==> config.mk <==
export PLATFORM = sky130hd
export DESIGN_NAME = uart_cmd_wrapper_flat
export DESIGN_NICKNAME = d
export VERILOG_FILES = /design/src/rtl/remote_comm_pkg.sv /design/src/rtl/uart_cmd_wrapper_if.sv /design/src/rtl/uart_cmd_wrapper_uart.sv /design/src/rtl/uart_cmd_wrapper.sv /design/src/flat_wrapper.sv
export SDC_FILE = /design/constraint.sdc
export NUM_CORES = 1
export LEC_CHECK = 0
export BUFFER_PORTS_ARGS = -buffer_cell sky130_fd_sc_hd__buf_2
export CAP_MARGIN = 15
export CORE_MARGIN = 2
export CORE_UTILIZATION = 60
export DETAILED_ROUTE_END_ITERATION = 8
export PLACE_DENSITY = 0.84
export RECOVER_POWER = 50
export SLEW_MARGIN = 10
export SYNTH_ARGS = -nofsm -noshare
export SYNTH_HDL_FRONTEND = slang
export SYNTH_SLANG_ARGS = --single-unit
==> constraint.sdc <==
create_clock -name clk -period 5.35 [get_ports clk]
set_input_delay 0.2675 -clock clk [delete_from_list [all_inputs] [get_ports clk]]
set_output_delay 0.2675 -clock clk [all_outputs]
set_load 0.05 [all_outputs]
==> src/rtl/remote_comm_pkg.sv <==
// Shared types and widths for the remote command link.
package remote_comm_pkg;
  localparam int CMD_W      = 16;
  localparam int BYTE_W     = 8;
  localparam int FRAME_BITS = 10;

  typedef enum logic [0:0] {HIGH, LOW} cmd_rx_state_t;
endpackage

==> src/rtl/uart_cmd_wrapper_if.sv <==
// Command/response bus between the link wrapper and the command-processing logic.
interface uart_cmd_wrapper_if;
  import remote_comm_pkg::*;

  logic [CMD_W-1:0]  cmd;
  logic              cmd_rdy;
  logic              clr_cmd_rdy;
  logic [BYTE_W-1:0] resp;
  logic              trmt;
  logic              tx_busy;
  logic              resp_sent;
  logic              frame_err;
  cmd_rx_state_t     rx_state;

  // Handshake: cmd is valid while cmd_rdy=1 and holds until the next full command;
  // clr_cmd_rdy is the consumer's ready/ack. trmt is a 1-cycle request, accepted
  // only while tx_busy=0; resp_sent pulses once when the byte is fully shifted out.
  modport slave (
    output cmd, cmd_rdy, tx_busy, resp_sent, frame_err, rx_state,
    input  clr_cmd_rdy, resp, trmt
  );

  modport master (
    input  cmd, cmd_rdy, tx_busy, resp_sent, frame_err, rx_state,
    output clr_cmd_rdy, resp, trmt
  );
endinterface

==> src/rtl/uart_cmd_wrapper_uart.sv <==
// 8N1 UART transceiver; BAUD_DIV clocks per bit, RX sampled mid-bit after a 2-flop sync.
module uart_cmd_wrapper_uart
  import remote_comm_pkg::*;
#(
  parameter int BAUD_DIV = 2604
) (
  input  logic              clk,
  input  logic              rst_n,
  input  logic              RX,
  output logic              TX,
  output logic [BYTE_W-1:0] rx_data,
  output logic              rx_rdy,
  input  logic              clr_rx_rdy,
  input  logic [BYTE_W-1:0] tx_data,
  input  logic              trmt,
  output logic              tx_done
);
  localparam int BW = $clog2(BAUD_DIV);
  localparam logic [BW-1:0] FULL = BW'(BAUD_DIV - 1);
  localparam logic [BW-1:0] HALF = BW'(BAUD_DIV / 2);
  localparam logic [3:0]    LAST_BIT = 4'(FRAME_BITS - 1);

  logic              rx_meta, rx_s;
  logic              rx_busy;
  logic [BW-1:0]     rx_baud;
  logic [3:0]        rx_bits;
  logic [BYTE_W-1:0] rx_shift;

  logic                  tx_busy;
  logic [BW-1:0]         tx_baud;
  logic [3:0]            tx_bits;
  logic [FRAME_BITS-1:0] tx_shift;

  always_ff @(posedge clk or negedge rst_n) begin
    if (!rst_n) {rx_s, rx_meta} <= 2'b11;
    else        {rx_s, rx_meta} <= {rx_meta, RX};
  end

  // Sample points: bit 0 is the start bit, 1..8 data (LSB first), 9 the stop bit.
  always_ff @(posedge clk or negedge rst_n) begin
    if (!rst_n) begin
      rx_busy  <= 1'b0;
      rx_baud  <= '0;
      rx_bits  <= '0;
      rx_shift <= '0;
      rx_data  <= '0;
      rx_rdy   <= 1'b0;
    end else begin
      if (clr_rx_rdy) rx_rdy <= 1'b0;
      if (!rx_busy) begin
        if (!rx_s) begin
          rx_busy <= 1'b1;
          rx_baud <= HALF;
          rx_bits <= '0;
        end
      end else if (rx_baud == '0) begin
        rx_baud <= FULL;
        rx_bits <= rx_bits + 4'd1;
        if (rx_bits == LAST_BIT) begin
          rx_busy <= 1'b0;
          rx_rdy  <= 1'b1;
          rx_data <= rx_shift;
        end else if (rx_bits != 4'd0) begin
          rx_shift <= {rx_s, rx_shift[BYTE_W-1:1]};
        end
      end else begin
        rx_baud <= rx_baud - 1'b1;
      end
    end
  end

  // Idle shifter is all ones, so the line rests high between frames.
  always_ff @(posedge clk or negedge rst_n) begin
    if (!rst_n) begin
      tx_busy  <= 1'b0;
      tx_baud  <= '0;
      tx_bits  <= '0;
      tx_shift <= '1;
      tx_done  <= 1'b0;
    end else begin
      tx_done <= 1'b0;
      if (!tx_busy) begin
        if (trmt) begin
          tx_shift <= {1'b1, tx_data, 1'b0};
          tx_busy  <= 1'b1;
          tx_baud  <= FULL;
          tx_bits  <= '0;
        end
      end else if (tx_baud == '0) begin
        tx_baud  <= FULL;
        tx_shift <= {1'b1, tx_shift[FRAME_BITS-1:1]};
        tx_bits  <= tx_bits + 4'd1;
        if (tx_bits == LAST_BIT) begin
          tx_busy <= 1'b0;
          tx_done <= 1'b1;
        end
      end else begin
        tx_baud <= tx_baud - 1'b1;
      end
    end
  end

  assign TX = tx_shift[0];
endmodule

==> src/rtl/uart_cmd_wrapper.sv <==
// Assembles two UART bytes (high first) into a 16-bit command and sends 1-byte responses.
module uart_cmd_wrapper
  import remote_comm_pkg::*;
#(
  parameter int TO_CYCLES = 1_000_000,
  parameter int BAUD_DIV  = 2604
) (
  input  logic                clk,
  input  logic                rst_n,
  input  logic                RX,
  output logic                TX,
  uart_cmd_wrapper_if.slave   bus
);
  localparam int TO_W = (TO_CYCLES > 1) ? $clog2(TO_CYCLES) : 1;
  localparam logic [TO_W-1:0] TO_LAST = TO_W'(TO_CYCLES - 1);

  logic [BYTE_W-1:0] rx_data;
  logic              rx_rdy;
  logic              clr_rx_rdy;
  logic              tx_done;
  logic              uart_trmt;

  cmd_rx_state_t     state, state_nxt;
  logic [BYTE_W-1:0] hi_byte, hi_byte_nxt;
  logic [CMD_W-1:0]  cmd_q, cmd_nxt;
  logic              cmd_rdy_q, cmd_rdy_nxt;
  logic [TO_W-1:0]   to_cnt, to_cnt_nxt;
  logic              frame_err_q, frame_err_nxt;
  logic              tx_busy_q, resp_sent_q;

  uart_cmd_wrapper_uart #(.BAUD_DIV(BAUD_DIV)) iUART (
    .clk        (clk),
    .rst_n      (rst_n),
    .RX         (RX),
    .TX         (TX),
    .rx_data    (rx_data),
    .rx_rdy     (rx_rdy),
    .clr_rx_rdy (clr_rx_rdy),
    .tx_data    (bus.resp),
    .trmt       (uart_trmt),
    .tx_done    (tx_done)
  );

  always_ff @(posedge clk or negedge rst_n) begin
    if (!rst_n) begin
      state       <= HIGH;
      hi_byte     <= '0;
      cmd_q       <= '0;
      cmd_rdy_q   <= 1'b0;
      to_cnt      <= '0;
      frame_err_q <= 1'b0;
    end else begin
      state       <= state_nxt;
      hi_byte     <= hi_byte_nxt;
      cmd_q       <= cmd_nxt;
      cmd_rdy_q   <= cmd_rdy_nxt;
      to_cnt      <= to_cnt_nxt;
      frame_err_q <= frame_err_nxt;
    end
  end

  // A completing low byte sets cmd_rdy even when clr_cmd_rdy is asserted that cycle.
  always_comb begin
    state_nxt     = state;
    hi_byte_nxt   = hi_byte;
    cmd_nxt       = cmd_q;
    cmd_rdy_nxt   = cmd_rdy_q & ~bus.clr_cmd_rdy;
    to_cnt_nxt    = to_cnt;
    frame_err_nxt = 1'b0;
    clr_rx_rdy    = 1'b0;
    case (state)
      HIGH: begin
        if (rx_rdy) begin
          clr_rx_rdy  = 1'b1;
          hi_byte_nxt = rx_data;
          cmd_rdy_nxt = 1'b0;
          to_cnt_nxt  = '0;
          state_nxt   = LOW;
        end
      end
      LOW: begin
        if (rx_rdy) begin
          clr_rx_rdy  = 1'b1;
          cmd_nxt     = {hi_byte, rx_data};
          cmd_rdy_nxt = 1'b1;
          state_nxt   = HIGH;
        end else if (to_cnt == TO_LAST) begin
          frame_err_nxt = 1'b1;
          hi_byte_nxt   = '0;
          state_nxt     = HIGH;
        end else begin
          to_cnt_nxt = to_cnt + 1'b1;
        end
      end
      default: state_nxt = HIGH;
    endcase
  end

  // Requests arriving while a byte is in flight are dropped, not queued.
  assign uart_trmt = bus.trmt & ~tx_busy_q;

  always_ff @(posedge clk or negedge rst_n) begin
    if (!rst_n) begin
      tx_busy_q   <= 1'b0;
      resp_sent_q <= 1'b0;
    end else begin
      resp_sent_q <= tx_done;
      if (tx_done)        tx_busy_q <= 1'b0;
      else if (uart_trmt) tx_busy_q <= 1'b1;
    end
  end

  assign bus.cmd       = cmd_q;
  assign bus.cmd_rdy   = cmd_rdy_q;
  assign bus.frame_err = frame_err_q;
  assign bus.tx_busy   = tx_busy_q;
  assign bus.resp_sent = resp_sent_q;
  assign bus.rx_state  = state;
endmodule

==> src/flat_wrapper.sv <==
// flat-port wrapper written by rule: the top's interface ports become plain ports
module uart_cmd_wrapper_flat import remote_comm_pkg::*;
#(
  parameter int TO_CYCLES = 1_000_000,
  parameter int BAUD_DIV  = 2604
)
  (clk, rst_n, RX, TX, bus_cmd, bus_cmd_rdy, bus_tx_busy, bus_resp_sent, bus_frame_err, bus_rx_state, bus_clr_cmd_rdy, bus_resp, bus_trmt);
  uart_cmd_wrapper_if bus_i ();
  input  logic clk;
  input  logic rst_n;
  input  logic RX;
  output logic TX;
  output wire logic [$bits(bus_i.cmd)-1:0] bus_cmd;
  output wire logic [$bits(bus_i.cmd_rdy)-1:0] bus_cmd_rdy;
  output wire logic [$bits(bus_i.tx_busy)-1:0] bus_tx_busy;
  output wire logic [$bits(bus_i.resp_sent)-1:0] bus_resp_sent;
  output wire logic [$bits(bus_i.frame_err)-1:0] bus_frame_err;
  output wire logic [$bits(bus_i.rx_state)-1:0] bus_rx_state;
  input wire logic [$bits(bus_i.clr_cmd_rdy)-1:0] bus_clr_cmd_rdy;
  input wire logic [$bits(bus_i.resp)-1:0] bus_resp;
  input wire logic [$bits(bus_i.trmt)-1:0] bus_trmt;
  assign bus_cmd = bus_i.cmd;
  assign bus_cmd_rdy = bus_i.cmd_rdy;
  assign bus_tx_busy = bus_i.tx_busy;
  assign bus_resp_sent = bus_i.resp_sent;
  assign bus_frame_err = bus_i.frame_err;
  assign bus_rx_state = bus_i.rx_state;
  assign bus_i.clr_cmd_rdy = bus_clr_cmd_rdy;
  assign bus_i.resp = bus_resp;
  assign bus_i.trmt = bus_trmt;
  uart_cmd_wrapper #(.TO_CYCLES(TO_CYCLES), .BAUD_DIV(BAUD_DIV)) u_core (.clk(clk), .rst_n(rst_n), .RX(RX), .TX(TX), .bus(bus_i));
endmodule
Word-level counts from Yosys, hierarchy flattened:

Cells that the tools add are included.

* input bits: 13
* flip-flop bits (word level): 113
* word-level logic and storage cells: 104

* bitwise gates (word level): 6
* muxes and demuxes: 50
* add/subtract/negate cells: 5
* reduce and logical (&&, ||, !) cells: 12
* equality and inequality tests: 10

Operators by type and width (number)
* 12-bit 2-to-1 mux: 6
* 20-bit 2-to-1 mux: 3
* 20-bit one-hot mux with 2 select lines: 1
* 10-bit 2-to-1 mux: 3
* 1-bit 2-to-1 mux: 25
* 12-bit logical NOT: 2
* 4-bit 2-to-1 mux: 6
* 8-bit 2-to-1 mux: 3
* 12-bit by 1-bit subtractor with 12-bit output (second input constant): 2
* 20-bit by 1-bit adder with 20-bit output (second input constant): 1
* 20-bit == test (second input constant): 1
* 8-bit one-hot mux with 2 select lines: 1
* 3-bit AND reduction: 3
* 4-bit by 1-bit adder with 4-bit output (second input constant): 2
* 4-bit == test (second input constant): 2
* 2-bit != test (second input constant): 4
* 2-bit by 1-bit != test with 1-bit output (second input constant): 3
* 2-bit AND reduction: 3
* 1-bit NOT: 4
* 1-bit one-hot mux with 2 select lines: 2
* 4-bit AND reduction: 1
* 2-bit nonzero test: 2
* 4-bit nonzero test: 1
* 1-bit bitwise AND: 2

Logic depth before layout (Yosys ltp):

* word-level depth: 5
* depth in mapped cells: 8

By module:

From an unflattened synthesis, not the netlist that was laid out.

* cell total of the unflattened synthesis: 494
* area, all modules: 5372.7 µm²

Modules (own cells, without submodules)
* uart_cmd_wrapper_uart: cells an instance 286, times used 1, area an instance 3099.2 µm², seq. area each 1590.3 µm²
* uart_cmd_wrapper: cells an instance 208, times used 1, area an instance 2273.4 µm², seq. area each 1226.2 µm²

Least setup slack after synthesis:

Ideal clock, no wire load.

* path kind: register -> register
* from: register u_core.iUART.rx_baud[4]
* to: register u_core.iUART.rx_data[0]
* data required time: 5.225 ns
* cell stages (with the launch flop): 7
* period minus slack after synthesis: 2.538 ns
* arrival time: 2.414 ns
* setup slack: 2.812 ns
* cells stage by stage: dfrtp_1 or4_1 clkbuf_2 or4_1 buf_2 nor3_4 mux2_2

* word-level cells in the longest chain between the ends: 2

RTL lines
* start, declared: RTL line uart_cmd_wrapper_uart.sv:25 `logic [BW-1:0] rx_baud;`
* start signal, assigned: RTL line uart_cmd_wrapper_uart.sv:67 `rx_baud <= rx_baud - 1'b1;`
* 12-bit logical NOT: RTL line uart_cmd_wrapper_uart.sv:56 `end else if (rx_baud == '0) begin`
* 3-bit AND reduction (no source line)
* end signal, assigned: RTL line uart_cmd_wrapper_uart.sv:62 `rx_data <= rx_shift;`
* end, declared: RTL line uart_cmd_wrapper_uart.sv:11 `output logic [BYTE_W-1:0] rx_data,`

Every way passes these cells.
A chain may end at the register's enable or synchronous reset.

Worst setup path after layout:

* from: register u_core.iUART.rx_rdy
* to: register u_core.to_cnt[17]

* word-level cells in the longest chain between the ends: 2
* elaborated cells on any way between the ends: 3

RTL lines
* start, declared: RTL line uart_cmd_wrapper_uart.sv:12 `output logic rx_rdy,`
* start signal, assigned: RTL line uart_cmd_wrapper_uart.sv:47 `rx_rdy <= 1'b0;`
* start signal, assigned: RTL line uart_cmd_wrapper_uart.sv:49 `if (clr_rx_rdy) rx_rdy <= 1'b0;`
* start signal, assigned: RTL line uart_cmd_wrapper_uart.sv:61 `rx_rdy <= 1'b1;`
* 2-bit != test (no source line)
* 3-bit AND reduction (no source line) (*)
* end signal, assigned: RTL line uart_cmd_wrapper.sv:57 `to_cnt <= to_cnt_nxt;`
* end, declared: RTL line uart_cmd_wrapper.sv:27 `logic [TO_W-1:0] to_cnt, to_cnt_nxt;`

Mark *: on every way between the ends. The rest lies on a longest branch, timed or not.

==> flow_metrics.env <==
export IMPL_place_port_buffers=34
export IMPL_cp_cell_sequence="clkbuf_1 -> xnor2_1 -> or3_1 -> or4_1 -> a21oi_1"
export IMPL_timing_critical_path_from_type="flop"
export IMPL_clock_root_buffer="sky130_fd_sc_hd__clkbuf_8"
export IMPL_cts_tree="yes"
export IMPL_synth_ff_latch_count=112
export IMPL_synth_compound_gate_area_share_pct=14.1
export IMPL_placement_rows=34
export IMPL_detailroute_via_count=4180
export IMPL_first_global_vias=4091
export IMPL_holdWs_ns=0.0752
export IMPL_drv_slew=74
export IMPL_peakVddDrop_v=0.000150
export IMPL_cts_sinks=112
export IMPL_synth_cell_types=57
export IMPL_synthesis_area_mm2=0.00544
export IMPL_synth_xor_area_share_pct=1.61
export IMPL_ys_dominant_reg_cell="sky130_fd_sc_hd__dfrtp_1"
export IMPL_rsz0062_at_grt="false"
export IMPL_syn_to_final_growth_pct=7.38
export IMPL_drt_first_iter_violations=367
export IMPL_final_common_cell="sky130_fd_sc_hd__dfrtp_1"
export IMPL_chipWidth_um=99.2
export IMPL_vias_per_cell=6.37
export IMPL_post_route_drc_count=0
export IMPL_layout_common_cells="sky130_fd_sc_hd__dfrtp_1 (101), sky130_fd_sc_hd__nand2_1 (40), sky130_fd_sc_hd__o21ai_0 (38), sky130_fd_sc_hd__nor2_1 (31), sky130_fd_sc_hd__mux2_2 (31)"
export IMPL_setup_worst_path_end_class="flop"
export IMPL_cell_leakage_power_nw=2.51
export IMPL_design_final_nets=567
export IMPL_fraction_of_the_yosys_area_taken_by_sequential_cells_pct=51.8
export IMPL_grt_start_max_net_pins=73
export IMPL_synth_adder_area_share_pct=2.30
export IMPL_async_reset_ff_share_pct=100
export IMPL_core_area_mm2=0.00876
export IMPL_drt_first_pass_iters=5
export IMPL_fin_crit_sh_pct=58.1
export IMPL_routedWlPerCell_um=17.3
export IMPL_syn_inst=518
export IMPL_dp_hpwl_mm=7.57
export IMPL_arrival_worst_endpoint_ns=3.41
export IMPL_post_synth_mux_area_share_pct=10.3
export IMPL_main_combinational_cell_family_by_area_after_synthesis="simple AND/OR/NAND/NOR gates"
export IMPL_grt_total_usage_pct=24.1
export IMPL_syn_num_nets=541
export IMPL_outcome="complete, but fails checks"
export IMPL_cts_max_path_buffers=2
export IMPL_timing_max_slew_rel_slack_pct=-53.6
export IMPL_clk_insertion_delay_late_ns=0.37
export IMPL_max_cap_viol_count=2
export IMPL_worst_path_max_fanout=31
export IMPL_critPathKind="flop to flop"
export IMPL_worst_path_largest_cell_delay_ns=1.14
export IMPL_layout_min_cycle_time_ns=3.11
export IMPL_final_setup_skew_ns=0.0132
export IMPL_cts_clk_slew_worst_paths_ns=0.11
export IMPL_failed_checks="capacitance limit, slew limit"
export IMPL_drive_gt1_share_pct=13.9
export IMPL_finalWeightedCongestion=0.785
export IMPL_ctsHtreeMaxLevel=3
export IMPL_timing_critical_path_required_ns=5.65
export IMPL_initial_core_util_pct=62.1
export IMPL_hold_viol=0
export IMPL_worst_slew_pin_transition_ns=2.30
export IMPL_yosys_area_share_simple_pct=17.1
export IMPL_final_setup_tns_ns=0
export IMPL_grt_pass1_wl_mm=19.4
export IMPL_worstHoldPathType="primary input to flop"
export IMPL_synthesis_area_per_instance_um2=10.5
export IMPL_post_cts_buffers=0
export IMPL_die_y_um=99.2
export IMPL_setup_violations=0
export IMPL_max_freq_mhz=322
export IMPL_overall_die_area_mm2=0.00985
export IMPL_p_per_area_mw_per_mm2=275
export IMPL_cpMaxStageDelayCell="sky130_fd_sc_hd__clkbuf_1"
export IMPL_n_antenna_cell=0
export IMPL_cts_buffers_inserted=9
export IMPL_antenna_violating_nets_post_route=0
export IMPL_design_portCount=35
export IMPL_global_route_overflow_total=0
export IMPL_wirelength_mm=11.3
export IMPL_number_of_antenna_violations_at_the_first_check_in_global_routing=0
export IMPL_synth_edf_count=0
export IMPL_yosys_warning_count=0
==> registers in the layout, indices dropped and copies added, names as in the netlist, 4 cells and up <==
signal / cells
u_core.iUART.rx_data: 8
u_core.to_cnt: 20
u_core.iUART.tx_baud: 12
u_core.iUART.rx_bits: 4
u_core.iUART.rx_shift: 8
u_core.iUART.tx_shift: 9
u_core.iUART.tx_bits: 4
u_core.hi_byte: 8
u_core.iUART.rx_baud: 12
u_core.bus.cmd: 16
==> logic make-up after synthesis <==
family / Yosys count
compound gates: 123
flops: 112
simple gates: 170
fa+ha+maj: 10
mux: 52
xor+xnor: 10
buf+inv: 41
==> power by group <==
part / internal (mW) / total [mW] / switching (mW)
clock network: 0.174 / 0.474 / 0.301
logic: 0.0628 / 0.154 / 0.0915
registers: 0.914 / 0.976 / 0.0616
total: 1.15 / 1.60 / 0.454
==> worst paths after layout <==
path	slack (ns)	depth (start not counted)	endpoint	from
worst min-delay path	0.08	2	u_core.bus.cmd_rdy$_DFF_PN0_	bus_clr_cmd_rdy
min in group asynchronous	1.12	2	u_core.bus.cmd[1]$_DFFE_PN0P_	rst_n
worst max-delay path	2.24	5	u_core.to_cnt[17]$_DFFE_PN0P_	u_core.iUART.rx_rdy$_DFF_PN0_
worst max register to register	2.24	5	u_core.to_cnt[17]$_DFFE_PN0P_	u_core.iUART.rx_rdy$_DFF_PN0_
worst min register to register	0.37	0	u_core.iUART.rx_s$_DFF_PN1_	u_core.iUART.rx_meta$_DFF_PN1_
max in group asynchronous	2.33	3	u_core.iUART.rx_baud[0]$_DFFE_PN0P_	rst_n
==> per-layer routing <==
layer	GRT usage (%)	wire length, um	vias to the layer above
met4	8.22	301	0
met2	38.9	5500	149
met5	0	0	-
met1	33.2	5000	2038
met3	4.15	536	37
li1	-	-	1956
==> through the flow <==
| step | utilization, % | worst slack [ns] | instances | power, mW | instance area [um^2] |
|---|---|---|---|---|---|
| after global placement | 64.9 | 2.51 | 639 | 1.13 | 5690 |
| after detailed placement | 64.9 | 2.41 | 639 | 1.14 | 5690 |
| after global routing | 66.7 | 1.83 | 656 | 1.67 | 5840 |
| final | 66.7 | 2.24 | 656 | 1.60 | 5840 |
| after floorplan | - | 2.81 | 518 | 1.08 | 5440 |
| after CTS | 67.1 | 2.39 | 656 | 1.60 | 5880 |
==> layout make-up <==
| class | instances | area [um^2] |
|---|---|---|
| fill | 659 | 2920 |
| clock buffer | 9 | 124 |
| inverter | 15 | 56.3 |
| clock inverter | 6 | 51.3 |
| tap | 108 | 135 |
| timing repair buffer | 41 | 191 |
| sequential | 112 | 2820 |
| multi-input combinational | 365 | 2470 |
==> Yosys cell counts (5+ instances only) <==
| library cell | instances | area [um^2] |
|---|---|---|
| sky130_fd_sc_hd__dfrtp_1 | 101 | 2530 |
| sky130_fd_sc_hd__nand2_1 | 40 | 150 |
| sky130_fd_sc_hd__o21ai_0 | 38 | 190 |
| sky130_fd_sc_hd__mux2_2 | 31 | 349 |
| sky130_fd_sc_hd__nor2_1 | 31 | 116 |
| sky130_fd_sc_hd__a21oi_1 | 21 | 105 |
| sky130_fd_sc_hd__clkbuf_1 | 21 | 78.8 |
| sky130_fd_sc_hd__mux2i_1 | 20 | 200 |
| sky130_fd_sc_hd__inv_1 | 15 | 56.3 |
| sky130_fd_sc_hd__a31oi_1 | 13 | 81.3 |
| sky130_fd_sc_hd__nand3_1 | 12 | 60.1 |
| sky130_fd_sc_hd__o22ai_1 | 12 | 75.1 |
| sky130_fd_sc_hd__or4_1 | 12 | 90.1 |
| sky130_fd_sc_hd__dfstp_2 | 11 | 289 |
| sky130_fd_sc_hd__o31ai_1 | 11 | 82.6 |
| sky130_fd_sc_hd__ha_1 | 10 | 125 |
| sky130_fd_sc_hd__nand4_1 | 8 | 50.1 |
| sky130_fd_sc_hd__nor3_1 | 8 | 40.0 |
| sky130_fd_sc_hd__nor4_1 | 8 | 50.1 |
| sky130_fd_sc_hd__nand2b_1 | 7 | 43.8 |
| sky130_fd_sc_hd__nor2b_1 | 7 | 43.8 |
| sky130_fd_sc_hd__nor4b_1 | 7 | 61.3 |
| sky130_fd_sc_hd__and3_1 | 6 | 37.5 |
| sky130_fd_sc_hd__xor2_1 | 6 | 52.6 |
| sky130_fd_sc_hd__or3_1 | 5 | 31.3 |
==> critical path: cells and delay by family (launching register included) <==
family	cells	cell delay (ns)
buffers and inverters	1	1.14
and+or+nand+nor	2	1.07
DFF	1	0.34
xor gates and xnor gates	1	0.32
AOI/OAI and AO/OA	1	0.16
==> what timing repair did <==
action / 4_1_cts / 5_1_grt
hold buffers: 2 / 0
endpoints found under the hold margin: 35 / 0
resized for setup: 0 / 0
(Power assumes the default switching activity.)
